File: src/rtl/lsu_mem_stage.sv
// MEM-stage load/store unit: one req/gnt/rvalid transaction per memory op,
// with store lane replication, load extraction/extension and a wait timeout.
module lsu_mem_stage #(
    parameter int unsigned TIMEOUT_CYCLES = 255
) (
    input  logic        clk_i,
    input  logic        rst_n_i,
    input  logic        ex_valid_i,
    input  logic        ex_load_i,
    input  logic        ex_store_i,
    input  logic [2:0]  ex_funct3_i,
    input  logic [31:0] ex_addr_i,
    input  logic [31:0] ex_wdata_i,
    output logic        lsu_busy_o,
    output logic        lsu_done_o,
    output logic [31:0] mem_dat_o,
    output logic        misalign_o,
    output logic        bus_err_o,
    output logic        dmem_req_o,
    output logic        dmem_we_o,
    output logic [3:0]  dmem_be_o,
    output logic [31:0] dmem_addr_o,
    output logic [31:0] dmem_wdata_o,
    input  logic        dmem_gnt_i,
    input  logic        dmem_rvalid_i,
    input  logic [31:0] dmem_rdata_i
);
    typedef enum logic [1:0] {IDLE, REQ, RESP, DONE} state_t;

    localparam logic [15:0] WAIT_LIMIT = 16'(TIMEOUT_CYCLES - 1);

    state_t      state_q, state_d;
    logic        accept, unsupported, misaligned, start_bus, timeout;
    logic        err_d, err_q, mis_d, mis_q;
    logic [3:0]  st_be;
    logic [31:0] st_wdata;
    logic [31:0] addr_q, wdata_q, ld_data, mem_dat_q;
    logic [2:0]  funct3_q;
    logic        we_q;
    logic [3:0]  be_q;
    logic [15:0] wait_cnt_q;
    logic [7:0]  ld_byte;
    logic [15:0] ld_half;

    // Accept is gated by reset so every output, busy included, reads 0 during reset.
    // NOTE: each always_comb assigns every output first, so no path can infer a latch.
    always_comb begin
        accept      = rst_n_i && (state_q == IDLE) && ex_valid_i && (ex_load_i || ex_store_i);
        unsupported = ex_load_i ? (ex_funct3_i inside {3'd3, 3'd6, 3'd7})
                                : (ex_funct3_i >= 3'd3);
        misaligned  = !unsupported &&
                      (((ex_funct3_i[1:0] == 2'd1) && ex_addr_i[0]) ||
                       ((ex_funct3_i[1:0] == 2'd2) && (ex_addr_i[1:0] != 2'b00)));
        start_bus   = accept && !unsupported && !misaligned;
    end

    always_comb begin
        st_be    = 4'hF;
        st_wdata = ex_wdata_i;
        case (ex_funct3_i[1:0])
            2'd0: begin
                st_be    = 4'b0001 << ex_addr_i[1:0];
                st_wdata = {4{ex_wdata_i[7:0]}};
            end
            2'd1: begin
                st_be    = 4'b0011 << ex_addr_i[1:0];
                st_wdata = {2{ex_wdata_i[15:0]}};
            end
            default: ;
        endcase
    end

    always_comb begin
        ld_byte = dmem_rdata_i[{addr_q[1:0], 3'b000} +: 8];
        ld_half = addr_q[1] ? dmem_rdata_i[31:16] : dmem_rdata_i[15:0];
        case (funct3_q)
            3'd0:    ld_data = {{24{ld_byte[7]}}, ld_byte};
            3'd1:    ld_data = {{16{ld_half[15]}}, ld_half};
            3'd4:    ld_data = {24'd0, ld_byte};
            3'd5:    ld_data = {16'd0, ld_half};
            default: ld_data = dmem_rdata_i;
        endcase
    end

    assign timeout = (wait_cnt_q == WAIT_LIMIT);

    // NOTE: sequential state uses non-blocking assignments so all registers update together.
    always_ff @(posedge clk_i or negedge rst_n_i) begin
        if (!rst_n_i) state_q <= IDLE;
        else          state_q <= state_d;
    end

    always_comb begin
        state_d = state_q;
        err_d   = 1'b0;
        mis_d   = 1'b0;
        case (state_q)
            IDLE: begin
                if (accept) begin
                    if (unsupported) begin
                        state_d = DONE;
                        err_d   = 1'b1;
                    end else if (misaligned) begin
                        state_d = DONE;
                        mis_d   = 1'b1;
                    end else begin
                        state_d = REQ;
                    end
                end
            end
            REQ: begin
                if (dmem_gnt_i) begin
                    state_d = we_q ? DONE : RESP;
                end else if (timeout) begin
                    state_d = DONE;
                    err_d   = 1'b1;
                end
            end
            RESP: begin
                if (dmem_rvalid_i) begin
                    state_d = DONE;
                end else if (timeout) begin
                    state_d = DONE;
                    err_d   = 1'b1;
                end
            end
            default: state_d = IDLE;
        endcase
    end

    // Request fields are captured once at accept and stay frozen until the next op.
    always_ff @(posedge clk_i or negedge rst_n_i) begin
        if (!rst_n_i) begin
            addr_q     <= '0;
            wdata_q    <= '0;
            funct3_q   <= '0;
            we_q       <= 1'b0;
            be_q       <= '0;
            wait_cnt_q <= '0;
            err_q      <= 1'b0;
            mis_q      <= 1'b0;
            mem_dat_q  <= '0;
        end else begin
            if (start_bus) begin
                addr_q   <= ex_addr_i;
                funct3_q <= ex_funct3_i;
                we_q     <= !ex_load_i;
                be_q     <= ex_load_i ? 4'h0 : st_be;
                wdata_q  <= ex_load_i ? 32'd0 : st_wdata;
            end
            if (state_d != state_q)
                wait_cnt_q <= '0;
            else if ((state_q == REQ) || (state_q == RESP))
                wait_cnt_q <= wait_cnt_q + 16'd1;
            err_q <= err_d;
            mis_q <= mis_d;
            if ((state_q == RESP) && dmem_rvalid_i)
                mem_dat_q <= ld_data;
        end
    end

    always_comb begin
        lsu_busy_o = accept || (state_q == REQ) || (state_q == RESP);
        dmem_req_o = (state_q == REQ);
        lsu_done_o = (state_q == DONE);
        bus_err_o  = (state_q == DONE) && err_q;
        misalign_o = (state_q == DONE) && mis_q;
    end

    assign mem_dat_o    = mem_dat_q;
    assign dmem_we_o    = we_q;
    assign dmem_be_o    = be_q;
    assign dmem_addr_o  = {addr_q[31:2], 2'b00};
    assign dmem_wdata_o = wdata_q;

endmodule

File: config.mk
export PLATFORM = sky130hd
export DESIGN_NAME = lsu_mem_stage
export DESIGN_NICKNAME = d
export VERILOG_FILES = /design/src/rtl/lsu_mem_stage.sv
export SDC_FILE = /design/constraint.sdc
export NUM_CORES = 1
export LEC_CHECK = 0
export ABC_CLOCK_PERIOD_IN_PS = 5550
export BUFFER_PORTS_ARGS = -buffer_cell sky130_fd_sc_hd__buf_2
export CAP_MARGIN = 40
export CORE_MARGIN = 4
export CORE_UTILIZATION = 50
export DETAILED_ROUTE_END_ITERATION = 6
export GPL_TIMING_DRIVEN = 0
export PLACE_DENSITY = 0.82
export SYNTH_ARGS = -nofsm -noshare
export SYNTH_HDL_FRONTEND = slang
export SYNTH_SLANG_ARGS = --single-unit
File: constraint.sdc
create_clock -name clk_i -period 5.55 [get_ports clk_i]
set_clock_uncertainty 0.05 [all_clocks]
set_input_delay 0.2775 -clock clk_i [delete_from_list [all_inputs] [get_ports clk_i]]
set_output_delay 0.2775 -clock clk_i [all_outputs]
set_load 0.02 [all_outputs]
### Word-level counts from Yosys, hierarchy flattened

Index checks and enable logic that the tools add are counted.

| storage, ports and cells | value |
|---|---|
| bits in registers | 124 |
| bits of input ports | 106 |
| output and inout port bits | 106 |
| logic and storage cells | 80 |

| operators by class | value |
|---|---|
| add/subtract/negate cells | 1 |
| magnitude comparators | 1 |
| equal/unequal tests | 13 |
| shift-type cells | 3 |
| muxes and demuxes | 27 |
| reductions and logical operators | 25 |

Operators by type and width:

| cell | count |
|---|---|
| $pmux 32 s4 | 1 |
| $pmux 32 s2 | 1 |
| $mux 16 | 3 |
| $mux 32 | 1 |
| $shiftx 32x6->8 | 1 |
| $add 16x1->16 const B | 1 |
| $eq 16x8->1 const B | 1 |
| $eq 3x3->1 const B | 4 |
| $mux 2 | 6 |
| $logic_and 1x1->1 | 11 |
| $mux 1 | 11 |
| $pmux 4 s2 | 1 |
| $eq 2x2->1 const B | 3 |
| $pmux 2 s3 | 1 |
| $logic_or 1x1->1 | 5 |
| $eq 2x1->1 const B | 2 |
| $logic_not 2->1 | 2 |
| $mux 4 | 1 |
| $reduce_bool 2->1 | 2 |
| $shl 1x2->4 const A | 1 |
| $shl 2x2->4 const A | 1 |
| $eq 3x1->1 const B | 1 |
| $eq 3x2->1 const B | 1 |
| $ge 3x2->1 const B | 1 |
| 5 further kinds | 7 |

### Logic depth before layout (Yosys ltp)

Gate-level depths: netlist of the first run.

| depth | value |
|---|---|
| word-level depth | 11 |
| gate-level depth with buffers | 9 |
| depth with buffers taken out | 7 |

### Least setup slack after synthesis of the first run

OpenSTA, ideal clock, no wires.

| path | value |
|---|---|
| path type | reg-to-reg |
| start | register state_q[0] |
| end | register wait_cnt_q[15] |
| library setup time | 0.119 ns |
| arrival | 2.000 ns |
| required time | 5.381 ns |
| path slack | 3.381 ns |
| stages on the path, launching flop included | 8 |
| path buffers | 0 |
| clock period less this slack | 2.169 ns |
| cell sequence | dfrtp_1 inv_1 ha_1 and4_4 or4b_4 nor3_2 xnor2_1 nor2_1 |

| on the way | value |
|---|---|
| word-level cells in the longest chain between the ends | 8 |
| elaborated cells between the ends (all ways) | 15 |
| classes of those cells | eq/ne: 3; mux: 6; reduce/logical: 6 |

RTL lines:

| item | line | RTL |
|---|---|---|
| from (decl) | 32 | `state_t state_q, state_d;` |
| from (signal assigned) | 90 | `else state_q <= state_d;` |
| $logic_not 2->1 | 48, 97 |  |
| $logic_and 1x1->1 (3 in series) | 48 | `accept = rst_n_i && (state_q == IDLE) && ex_valid_i && (ex_load_i \|\| ex_store_i);` |
| $mux 2 | 99 | `if (accept) begin` |
| $pmux 2 s3 | 97 | `case (state_q)` |
| $ne 2x2->1 | 151 | `if (state_d != state_q)` |
| $mux 16 / $reduce_bool 2->1 (equally long branches) | - |  |
| to (signal assigned) | 154 | `wait_cnt_q <= wait_cnt_q + 16'd1;` |
| to (decl) | 41 | `logic [15:0] wait_cnt_q;` |

Parallel ways exist; a longest one is shown, timed or not.
A chain may end at the register's enable or synchronous reset.

### Worst setup path after layout of the first run

| path | value |
|---|---|
| start | input rst_n_i |
| end | register funct3_q[1] |

| on the way | value |
|---|---|
| word-level cells in the longest chain between the ends | 5 |

RTL lines:

| item | line | RTL |
|---|---|---|
| from (decl) | 7 | `input logic rst_n_i,` |
| $logic_and 1x1->1 (3 in series) | 48 |  |
| $logic_and 1x1->1 (2 in series) | 54 | `start_bus = accept && !unsupported && !misaligned;` |
| to (signal assigned) | 146 | `funct3_q <= ex_funct3_i;` |
| to (decl) | 38 | `logic [2:0] funct3_q;` |

No other way between the ends.

==> impl_summary.md, run 1 <==
Outcome
The flow ran to the end, and the final reports show no timing, DRC or antenna violations.

Placed design
In this run the tool buffered the top-level ports with approximately 210 buffer cells. The HPWL after detailed placement is between 10,000 and 15,000 µm. The final RePlAce weighted congestion is between 0.9 and 1. In this run the cell area measured after placement is around 8000 µm².

GRT
Summed over all layers, the global routing overflow is 0. After global routing, the most crowded layer is met2. Entering global routing, the biggest net connects 75 pins. The met2 routing resource usage after global routing is 0.4078.

The number of global-route vias before repair is approximately 5,700. In the global route stage, overall resource usage came out at 0.2474. The global routing usage on met3 is 0.07465. The first-pass GRT wire length is roughly 29,000 µm. In the global route stage, met1 resource usage came out at 0.3061.

The number of antenna violations at the first check in global routing came to 3.

Yosys
In the post-synthesis netlist, the biggest area contributors are dfrtp_1 (48%), mux2_4 (8.1%), mux2i_1 (4.9%). The async set-or-reset flop fraction in the synthesized netlist is 1.000. The primary flip-flop cell chosen by synthesis mapping is dfrtp_1. The cell taking the most area after synthesis is dfrtp_1. The Yosys step of the flow raised 0 warnings. The number of distinct library cells after synthesis is 56.

The cell area that synthesis handed to floorplanning was between 6000 and 7000 µm². Synthesis produced approximately 620 cells. The number of flops mapped to enable cells by yosys is 0. The sequential element share of the synthesized area is 0.4754. The average instance in the mapped netlist occupies 10.46 µm². The synthesized flop and latch total is ~120. The proportion of netlist area held by the largest area contributor is 0.4754.

CTS
Buffers inserted to repair hold after CTS numbered 1. The cell at the root of the clock tree is clkbuf_16. Clock-pin slew was measured on the worst setup and hold paths at ~60 ps. The number of levels in the clock H-tree is 4.

The later pin in the worst-skew pair is clocked with a latency of slightly above 400 ps. The total clock sinks is ~120. TritonCTS built the clock tree. After clock tree synthesis, the setup repair step added 0 buffers. The maximum clock insertion buffer count is 2. In this run, CTS created clock tree buffers numbering 17.

The number of cells upsized or downsized after cts is 0.

Timing
The final setup violation count is 0. The worst-case headroom to the max-slew limit is 0.4166. The post-route minimum period is ~2500 ps. The number of pins exceeding their max-slew limit in the final report is 0. The setup total negative slack is 0 ps. The portion of the clock cycle consumed by the worst path in the final layout is 0.4562. The maximum operating frequency is ~0.39 GHz. The transition time of the tightest slew-check pin is roughly 870 ps.

The hold violation count in the final report is 0. Setup repair after global routing left no endpoint under its margin.

Detailed routing
Using the TritonRoute via totals, the vias-per-cell ratio works out to around 5.4. The routed layout has between 5,000 and 6,000 vias. The total iterations of the first detailed-routing run is 5.

The routed wirelength normalized by instance count is 17.41 µm. Wires add up to between 15,000 and 20,000 µm. The number of routed nets with antenna violations is 0.

After detailed routing, the number of remaining DRC violations is 0. The detailed router finished its first iteration with approximately 430 violations.

Floorplanning
For this design the top-level I/O count stands at 212. In this run the vertical extent of the chip is 122.3 µm. For this configuration, the core starts out at a cell density of 0.5131. The row count is between 40 and 50. The placeable core region is approximately 13,000 µm². The die width is ~120 µm. The total die area is roughly 15,000 µm².

Worst setup path
The number of cells on the worst reg-to-reg path is 8. The kind of critical path is input pin to flip-flop. The worst setup path is launched from an input pin. STA puts the critical path data arrival time at about 2700 ps. The startpoint identified for the worst register-to-register timing path is state_q[0]$_DFF_PN0_. For flop-to-flop paths, the worst setup slack is 3090 ps. The critical path endpoint category is a flip-flop. Along the worst path, the maximum fanout reaches 53. The worst register-to-register path ends at funct3_q[1]$_DFFE_PN0P_. The critical path launch point is rst_n_i.

At the worst endpoint, the required time is between 5000 and 6000 ps.

Hold path
The path with the worst hold slack has its endpoint at addr_q[29]$_DFFE_PN0P_. In this run the most critical hold path is launched from ex_addr_i[29]. The tightest min-delay check is of the input pin to flip-flop type. The worst hold path passes through 2 cells.

Power
In this run the static leakage power is ~4.3 nW. For this design the ratio of total power to cell area is 590.7 nW/µm². Across the VDD grid, the largest voltage drop is around 380 µV.

Run
Across the run, the number of max-cap violations was 0.

Layout
The area growth from synthesis to layout is 30.99%. The final net count is ~970. The fraction of layout instances using a drive strength above 1 is 0.3991. After filler insertion, the fill cell instance count of the layout stands at 1,023. The repair_antennas step left the layout with diodes totalling 0. Summing all non-filler instances in the final layout gives an area of 8551 µm².
-- cell usage after synthesis (8+ instances only) --
library cell,instances
a21oi_1,29
a31oi_1,8
buf_2,9
buf_4,33
clkbuf_1,22
dfrtp_1,124
inv_1,10
mux2_4,35
mux2i_1,32
nand2_1,83
nand2b_1,14
nor2_1,36
nor3_1,12
o21ai_0,49
o31ai_1,29
xnor2_1,9
-- worst max path at each step --
stage | endpoint | depth (start not counted) | slack [ps]
after detailed placement | dmem_wdata_o[27]$_DFFE_PN0P_ | 9 | 3120
after floorplan | wait_cnt_q[15]$_DFFE_PN0P_ | 7 | 3380
after global placement | dmem_wdata_o[28]$_DFFE_PN0P_ | 8 | 1170
after CTS | funct3_q[1]$_DFFE_PN0P_ | 8 | 3010
after global routing | funct3_q[1]$_DFFE_PN0P_ | 8 | 2810
final | funct3_q[1]$_DFFE_PN0P_ | 8 | 3020
-- stage by stage --
stage	worst slack (ps)	utilization	std cells	power (W)	hold slack [ps]
finish	3018	0.6721	1039	0.005051	42.76
floorplan	3381	-	625	0.003022	-68.09
global route	2808	0.6721	1039	0.005359	28.58
CTS	3014	0.6721	1039	0.005085	22.78
global placement	1172	0.6121	1005	0.003649	404.5
detailed placement	3117	0.6148	1006	0.003704	213.9
-- sequential cells by signal, indices dropped and copies added, names as in the netlist --
name,count
addr_q,32
dmem_wdata_o,32
mem_dat_o,32
wait_cnt_q,16
dmem_be_o,4
funct3_q,3
state_q,2
dmem_we_o,1
err_q,1
mis_q,1
-- logic make-up (layout without fill, tap and decap cells) --
kind of cell | after synthesis | in the layout | synth area share
simple gates | 179 | 179 | 0.1309
compound gates | 145 | 145 | 0.1443
flops | 124 | 124 | 0.4754
buf+inv | 83 | 325 | 0.07533
mux | 70 | 70 | 0.1399
xor+xnor | 15 | 15 | 0.02013
fa+ha+maj | 7 | 7 | 0.01342
other cells | 1 | 2 | 0.0005745
-- cell type report --
cell class                      count  area [µm²]  share of cell area
Buffer                             72       450.4             0.05268
Multi-Input combinational cell    418        2937              0.3434
Timing Repair Buffer              210        1085              0.1269
Tap cell                          172       215.2             0.02517
Clock inverter                     14       290.3             0.03395
Sequential cell                   124        3103              0.3629
Inverter                           11       41.29            0.004829
Clock buffer                       18       429.2             0.05019
-- cell usage in the layout (no fill, tap or decap), types with 3 or more instances in the layout --
cell / Yosys / routed
clkbuf_16: 0 / 17
a2bb2oi_1: 7 / 7
nand2b_1: 14 / 14
nor2b_1: 3 / 3
mux2_4: 35 / 35
a21oi_1: 29 / 29
and3_1: 4 / 4
and2_1: 3 / 3
o31ai_1: 29 / 29
mux2i_1: 32 / 32
buf_4: 33 / 33
inv_1: 10 / 10
buf_6: 6 / 7
dfrtp_1: 124 / 124
xor2_1: 6 / 6
clkinv_4: 0 / 3
ha_1: 7 / 7
nor2_1: 36 / 36
clkbuf_1: 22 / 23
a31oi_1: 8 / 8
buf_2: 9 / 216
xnor2_1: 9 / 9
mux4_2: 3 / 3
nand2_1: 83 / 83
nand3_1: 6 / 6
a221oi_1: 3 / 3
bufinv_16: 0 / 8
o21ai_0: 49 / 49
o221a_2: 5 / 5
nor3_1: 12 / 12
-- report_power, final --
part | internal [W] | switching [W]
sequential | 0.00128 | 0.000237
clock | 0.000936 | 0.000419
combinational | 0.000942 | 0.00124
-- per-layer routing --
layer | up-vias | wire length (µm)
li1 | 2634 | -
met3 | 34 | 1718
met4 | 6 | 327
met5 | - | 40
met2 | 273 | 8726
met1 | 2668 | 7276
-- worst max-delay path: stages --
cell           delay [ps]
dlygate4sd3_1         560
buf_6                 430
o2111ai_2             270
or3b_1                410
buf_2                 240
clkbuf_1              290
nand2_1               130
o21ai_0               100
(Power assumes the default switching activity.)
==> inputs of run 2 (changes only) <==
Settings changed: ABC_AREA set to 1, ABC_CLOCK_PERIOD_IN_PS 5550 to 2400, PLACE_DENSITY 0.82 to 0.83.
Clock period 5.55 ns to 2.4 ns, I/O delays scaled along.
==> impl_summary.md, run 2 <==
Layout
The area growth from synthesis to layout is 42.01%. In the final layout, the share of cells above drive strength 1 is 0.2862. In the final design database the tool counted between 1,000 and 1,500 nets. The most common cell after layout, fill and taps aside is buf_2.

In the final layout, the multi-input gates occupy between 2000 and 2500 µm². The layout has 873 filler cells. The antenna diode count is 0. The total area of sequential cells is just over 3000 µm².

In the layout the commonest cells are buf_2 (216), nand2_1 (215), dfrtp_1 (123), o21ai_0 (90), dlygate4sd3_1 (67).

Floorplanning
The row count is 40. The die width is 119.5 µm. The placeable core region is between 10,000 and 15,000 µm². The die is approximately 120 µm tall. For this design the top-level I/O count stands at roughly 210. For this configuration, the core starts out at a cell density of 0.5132. The die covers roughly 14,000 µm².

Power
The combinational cell fraction of total power is 0.454. The power share of the clock group is 0.228. The sum of internal, switching and leakage power is 0.01115 W. In this run the static leakage power is between 4 and 5 nW. In this run the power spent charging and discharging nets is 0.004727 W.

Cell internal power was estimated by the tool at 0.006426 W. The proportion of power drawn by flip-flops and latches is 0.318. The switching share of power is 0.4238. The peak supply drop is between 800 and 900 µV. The power per cell area is ~1300 nW/µm².

Worst setup path
The critical path contains buffers and inverters numbering 4 combined. Along the worst path, the maximum fanout reaches 10. The beginning of the worst register-to-register path is state_q[1]$_DFF_PN0_.

The arrival time at the worst endpoint is roughly 2500 ps. The slack of the worst reg-to-reg path is approximately 200 ps. The terminus of the critical flop-to-flop path is dmem_wdata_o[24]$_DFFE_PN0P_. By startpoint and endpoint, the worst setup path is classified as flip-flop to flip-flop.

The data required time of the critical path is 2680 ps. The worst setup path is captured at a flip-flop. The largest stage delay on the critical path is about 440 ps. STA classifies the critical path startpoint as a flip-flop. The number of cells on the critical path is 11. The critical path's slowest cell is dfrtp_2. The critical path launch point is state_q[1]$_DFF_PN0_. Counting cells, the worst reg-to-reg path comes to 11.

The critical path goes through inv_1, ha_1, inv_1, nor2_1, nand2_1, nor2_1, nand2_4, inv_2, nand2_2, clkbuf_2, o21ai_0. The capture point of the critical path is dmem_wdata_o[24]$_DFFE_PN0P_. On the critical path the largest part of the delay comes from simple AND/OR/NAND/NOR gates.

Yosys
The share of synthesized cell area in full adder, half adder and majority cells is 0.01409. Among all cell types in the netlist, the one instantiated most often is nand2_1. Synthesis instantiated 37 different standard cells from the library. The post-synthesis xor/xnor area fraction is 0.01832. In this run the mean area of a mapped cell was between 8 and 9 µm². The dominant combinational cell family by area after synthesis is simple AND/OR/NAND/NOR gates. The commonest cells after synthesis are nand2_1 (216), dfrtp_1 (124), o21ai_0 (91), nor2_1 (67), inv_1 (63). The complex-gate fraction of the synthesized area is 0.1548. The area fraction in and, or, nand and nor cells after synthesis is 0.2114. By area the synthesized netlist is led by dfrtp_1 (50%), nand2_1 (13%), o21ai_0 (7.3%). The number of cells produced by synthesis is about 770. Summing every instance area after synthesis gives just over 6000 µm². The synthesized flop and latch total is 124. The sequential element share of the synthesized area is 0.4992. The proportion of netlist area held by the largest area contributor is 0.4992. The synthesized design contains 0 enable-type register cells. The portion of synthesized area spent on multiplexers is 0. During synthesis, Yosys emitted a total of 0 warnings. dfrtp_1 takes more of the synthesized area than any other cell.

The async set-or-reset flop fraction in the synthesized netlist is 1.000. The primary flip-flop cell chosen by synthesis mapping is dfrtp_1.

Detailed routing
The routed wirelength normalized by instance count is 16.58 µm. In the routed layout, each cell is associated on average with a via count of between 5 and 6. In this run, the number of DRC markers left after iteration 0 of detailed routing was between 500 and 600. The via count is between 6,000 and 7,000.

After detailed routing, the total wire length is roughly 21,000 µm. The total DRC errors in the routed layout is 0. The total iterations of the first detailed-routing run is 5.

The number of routed nets with antenna violations is 0.

Run
The max-cap check violation count is 0.

CTS
Clock-pin slew was measured on the worst setup and hold paths at roughly 60 ps. In this run the deepest clock path goes through 2 buffers. The number of levels in the clock H-tree is 4. Clock latency on the worst-skew pair, taken at its later pin, is 420 ps. The cell at the root of the clock tree is clkbuf_16. The total CTS buffers is 17.

The total clock sinks is approximately 120. The clock tree from TritonCTS is done.

Placed design
The number of port buffers is 209. The estimated wirelength of the detail-placed design is roughly 13,000 µm. The congestion estimate from routability-driven global placement came to ~0.9.

Hold path
The type of the most critical hold path is input pin to flip-flop. In this run the most critical hold path is launched from ex_wdata_i[12].

Timing
The tightest hold margin is ~3.2 ps. Measured against its own limit, the worst slew margin works out to 0.6377. The hold violation count in the final report is 0. The clock period could shrink to 2202 ps. Setup repair after global routing left no endpoint under its margin.

For the pin with the worst max-slew slack, the measured transition is 543.4 ps. The maximum operating frequency is 0.4542 GHz. The final setup violation count is 0. In the finished design, the share of the clock period the worst path needs comes to 0.9175. The number of pins exceeding their max-slew limit in the final report came to 0.

GRT
The first-pass GRT wire length is 33,260 µm. Entering global routing, the biggest net connects between 60 and 70 pins. The number of global-route vias before repair is 6,709. The number of antenna violations at the first check in global routing is 0.

After global routing the overflow that remains totals 0. The global-route total usage across every layer is 0.2903.

Outcome
The flow ran to the end, and the final reports show no timing, DRC or antenna violations.
-- run 2: cell count changes after synthesis, sizes merged, moves of 32 or more --
cell   previous run  this run
mux2i            32         0
mux2             35         0
o21ai            50        93
inv              11        65
nor2             36        80
nand2            83       218
-- run 2: cell families after synthesis --
family                   count (synthesis)
adder cells (fa/ha/maj)                  7
flip-flops                             124
other                                    1
AO/OA/AOI/OAI                          176
AND/OR/NAND/NOR                        320
buffers and inverters                  131
XOR/XNOR                                13
-- run 2: power by group through the flow --
stage | Clock, W | Combinational (W) | Sequential (W)
after floorplan | 0 | 0.00268 | 0.00404
after detailed placement | 0 | 0.00485 | 0.00349
final | 0.00254 | 0.00507 | 0.00354
after CTS | 0.00254 | 0.00497 | 0.00349
after global routing | 0.00265 | 0.00552 | 0.00362
after global placement | 0 | 0.00474 | 0.00349
-- run 2: repair_timing --
action                                 in CTS  in global routing
endpoints found under the hold margin     125                  0
resized for setup                           0                 17
buffers inserted                            0                  0
setup endpoints to repair                   0                 66
hold buffers                               68                  0
-- run 2: cell type report --
class	instances	area share
buffer	65	0.04422
clock buffer	24	0.05571
clock inverter	7	0.009922
inverter	66	0.02807
multi-input combinational	518	0.2824
sequential	124	0.3517
tap	168	0.02381
timing repair buffer	279	0.2043
-- run 2: per-stage QoR --
| stage | utilization | area [µm²] | worst slack [ps] | cells | setup TNS [ps] |
|---|---|---|---|---|---|
| floorplan | - | 6220 | 400.0 | 773 | 0 |
| CTS | 0.7255 | 8787 | 11.99 | 1250 | 0 |
| global route | 0.7288 | 8827 | 1.629 | 1251 | 0 |
| detailed placement | 0.6200 | 7510 | -173.6 | 1151 | -5477 |
| global placement | 0.6173 | 7476 | -1504 | 1150 | -179780 |
| finish | 0.7288 | 8827 | 198.1 | 1251 | 0 |
-- run 2: tightest hold or removal path, stage by stage --
cell	delay [ps]
buf_2	90
o21ai_0	80
o21ai_0	150
-- run 2: routing by layer --
layer / share of wire / vias to the layer above / global-route usage / routed length [µm]
li1: - / 3057 / - / -
met1: 0.39 / 3102 / 0.3521 / 8012
met2: 0.50 / 386 / 0.4915 / 10280
met3: 0.097 / 60 / 0.08718 / 2018
met4: 0.021 / 0 / 0.1045 / 440
met5: 0 / - / 0 / 0
-- run 2: worst min path at each step --
stage                                    to  slack [ps]  cells past startpoint
2_1_floorplan         addr_q[0]$_DFFE_PN0P_        -230                      0
3_3_place_gp         addr_q[30]$_DFFE_PN0P_         260                      3
3_5_place_dp      wait_cnt_q[3]$_DFFE_PN0P_          90                      1
4_1_cts        dmem_wdata_o[12]$_DFFE_PN0P_           3                      3
5_1_grt         dmem_wdata_o[0]$_DFFE_PN0P_          20                      3
6_report       dmem_wdata_o[12]$_DFFE_PN0P_           3                      3
==> inputs of run 3 (changes only) <==
Settings changed: ABC_CLOCK_PERIOD_IN_PS 2400 to 2150.
Clock period 2.4 ns to 2.15 ns, I/O delays scaled along.
==> impl_summary.md, run 3 (same netlist as run 2, synthesis figures left out) <==
Layout
The repair_antennas step left the layout with diodes totalling 0. The area growth from synthesis to layout is 44.75%. Leaving out fill and tap cells, the most frequent cells in the layout are buf_2 (215), nand2_1 (213), dfrtp_1 (124), o21ai_0 (89), dlygate4sd3_1 (74). The fraction of layout instances using a drive strength above 1 is 0.2947. Leaving out fill and tap cells, the most frequent cell in the layout is buf_2. At the end of the flow, the number of nets in the layout was 1,197. After routing the design area is 8997 µm².

Timing
The number of pins exceeding their max-slew limit in the final report is 0. The setup total negative slack is 0 ps. The smallest clock period supported by the final layout is computed as a little over 2000 ps. The hold violation count in the final report is 0.

The portion of the clock cycle consumed by the worst path in the final layout is 0.9513. The transition time of the tightest slew-check pin is between 500 and 600 ps. The worst pin sits at a relative slew slack of 0.6290. The final setup violation count is 0. The maximum operating frequency is between 0.4 and 0.5 GHz.

Detailed routing
The detailed router placed about 6,600 vias in this run. The total DRC errors in the routed layout is 0. After detailed routing, the number of vias per cell comes to 5.237. The total iterations of the first detailed-routing run is 5. Wires add up to approximately 21,000 µm. The routed wirelength normalized by instance count is about 17 µm. The starting DRC count in detailed routing is around 650. The detail route stage leaves a number of antenna-violating nets equal to 0.

Floorplanning
The number of ports placed on the die boundary is 212. The die width is between 100 and 150 µm. The initial utilization of the core area, before any placement, comes to 0.5132. The height of the chip is 119.5 µm. The initialized floorplan defines 40 standard-cell rows. The floorplan step defined a die boundary enclosing 14,280 µm². In this run the standard cell core region covers about 12,000 µm².

Power
In this run the static leakage power is roughly 4.8 nW. VDD sags by at most between 900 and 1000 µV. Dividing total power by cell area gives a power density of around 1400 nW/µm².

GRT
The first-pass GRT wire length is around 34,000 µm. After global routing the overflow that remains totals 0. The number of global-route vias before repair is about 6,800. The number of antenna violations at the first check in global routing is 0. Across every metal layer, demand over resource in global routing totals 0.2951. The largest net degree at the start of global routing is 67.

Worst setup path
The critical path's slowest cell is dfrtp_1. Data on the critical path is required at its endpoint by 2450 ps. Traced cell by cell, the critical path runs through inv_2, ha_1, inv_1, nor2_2, nand2_2, buf_4, inv_1, nor2_1, nand2_1, nand2_1, nand2_1, nand2_1, nand3_4, buf_12, nor2_2. The worst setup path is of the flip-flop to flip-flop kind.

The maximum fanout encountered on the critical timing path is 10. The most prevalent standard cell on the critical path is nand2_1. The critical path buffer and inverter count is 5. In this design, the stage delay of the slowest critical-path cell is roughly 370 ps. The worst setup path is launched from a flip-flop.

The critical path endpoint category is a flip-flop. Data on the critical path arrives at its endpoint at 2350 ps. Grouping stages by cell kind, the critical path spends the most delay in simple AND/OR/NAND/NOR gates.

Hold path
The type of the most critical hold path is input pin to flip-flop.

CTS
In this run the number of H-tree levels came out at 4. The longest clock path from root to sink contains 2 buffers. After clock tree synthesis, the clock-pin slew on the worst setup and hold paths is ~50 ps.

The later-pin clock latency in the skew report is 420 ps. TritonCTS built the clock tree. The clock net in this run drives a total of 124 sinks. Counting the buffers created by CTS gives 17. CTS placed an instance of clkbuf_16 at the clock tree root.

Placed design
Routability-driven placement finished with a final weighted congestion of roughly 0.9. After detailed placement, the total cell area comes to between 7000 and 8000 µm². The number of port buffers is 209. The estimated wirelength of the detail-placed design is 13,270 µm.

Run
The tool flagged a number of max-cap violations equal to 0.

Outcome
The run finished with clean final reports.
## run 3: cell count changes in the layout (fill, tap and decap cells not counted), moves of 2 or more
cell           delta
buf_16            +2
buf_4             +6
nor2_2            +2
nor2_1            -3
nand2_1           -2
dlygate4sd3_1     +7
nand2_2           +2
clkbuf_1          -2
## run 3: timing repair
action                                  in CTS  in global routing
endpoints found under the setup margin      73                 82
cloned                                       0                  0
pin swaps                                    0                  2
hold buffers                                77                  0
endpoints found under the hold margin      129                  0
setup buffers                                2                  3
resized for setup                            8                 21
## run 3: final cells by class
cell class / instances / area [µm²]
buffer: 65 / 406.6
fill: 856 / 3114
inverter: 66 / 247.7
tap: 168 / 210.2
clock buffer: 24 / 491.7
timing repair buffer: 292 / 1941
clock inverter: 7 / 87.58
multi-input combinational: 518 / 2510
sequential: 124 / 3103
## run 3: final timing paths
path / start / endpoint / slack, ps / cells past startpoint
max in group asynchronous: rst_n_i / mem_dat_o[23]$_DFFE_PN0P_ / 830 / 5
min in group asynchronous: rst_n_i / wait_cnt_q[1]$_DFFE_PN0P_ / 320 / 4
worst min register to register: mem_dat_o[6]$_DFFE_PN0P_ / mem_dat_o[6]$_DFFE_PN0P_ / 430 / 2
worst min-delay path: dmem_rdata_i[12] / mem_dat_o[12]$_DFFE_PN0P_ / 2 / 3
worst max-delay path: state_q[0]$_DFF_PN0_ / wait_cnt_q[5]$_DFFE_PN0P_ / 100 / 15
worst max register to register: state_q[0]$_DFF_PN0_ / wait_cnt_q[5]$_DFFE_PN0P_ / 100 / 15
## run 3: routing by layer
metal,part of all wire,wire length (µm),global-route usage
met5,0,0,0
met4,0.022,471,0.1045
met3,0.099,2083,0.09142
met2,0.49,10400,0.5014
met1,0.38,8055,0.3554
## run 3: worst register-to-register path, cell delays in order, from the launching register on
cell and delay, ps:
dfrtp_1 370, inv_2 70, ha_1 200, inv_1 110, nor2_2 60, nand2_2 120, buf_4 140, inv_1 50
nor2_1 110, nand2_1 80, nand2_1 80, nand2_1 50, nand2_1 90, nand3_4 130, buf_12 180, nor2_2 90
## run 3: through the flow
stage          instances  worst slack (ps)  hold slack [ps]  total power [W]  utilization
2_1_floorplan        773             150.0           -238.1         0.007511            -
3_3_place_gp        1150             -1742            251.5         0.009183       0.6173
3_5_place_dp        1151            -411.1            78.43         0.009311       0.6200
4_1_cts             1261             1.614           0.4738          0.01236       0.7382
5_1_grt             1264            -33.28            8.437          0.01335       0.7429
6_report            1264             104.6            1.807          0.01264       0.7429
## run 3: power by group
group / switching, W / total (W) / internal, W
Combinational: 0.00366 / 0.00586 / 0.00220
Clock: 0.00103 / 0.00284 / 0.00181
Sequential: 0.000648 / 0.00394 / 0.00329
Total: 0.00534 / 0.0126 / 0.00730
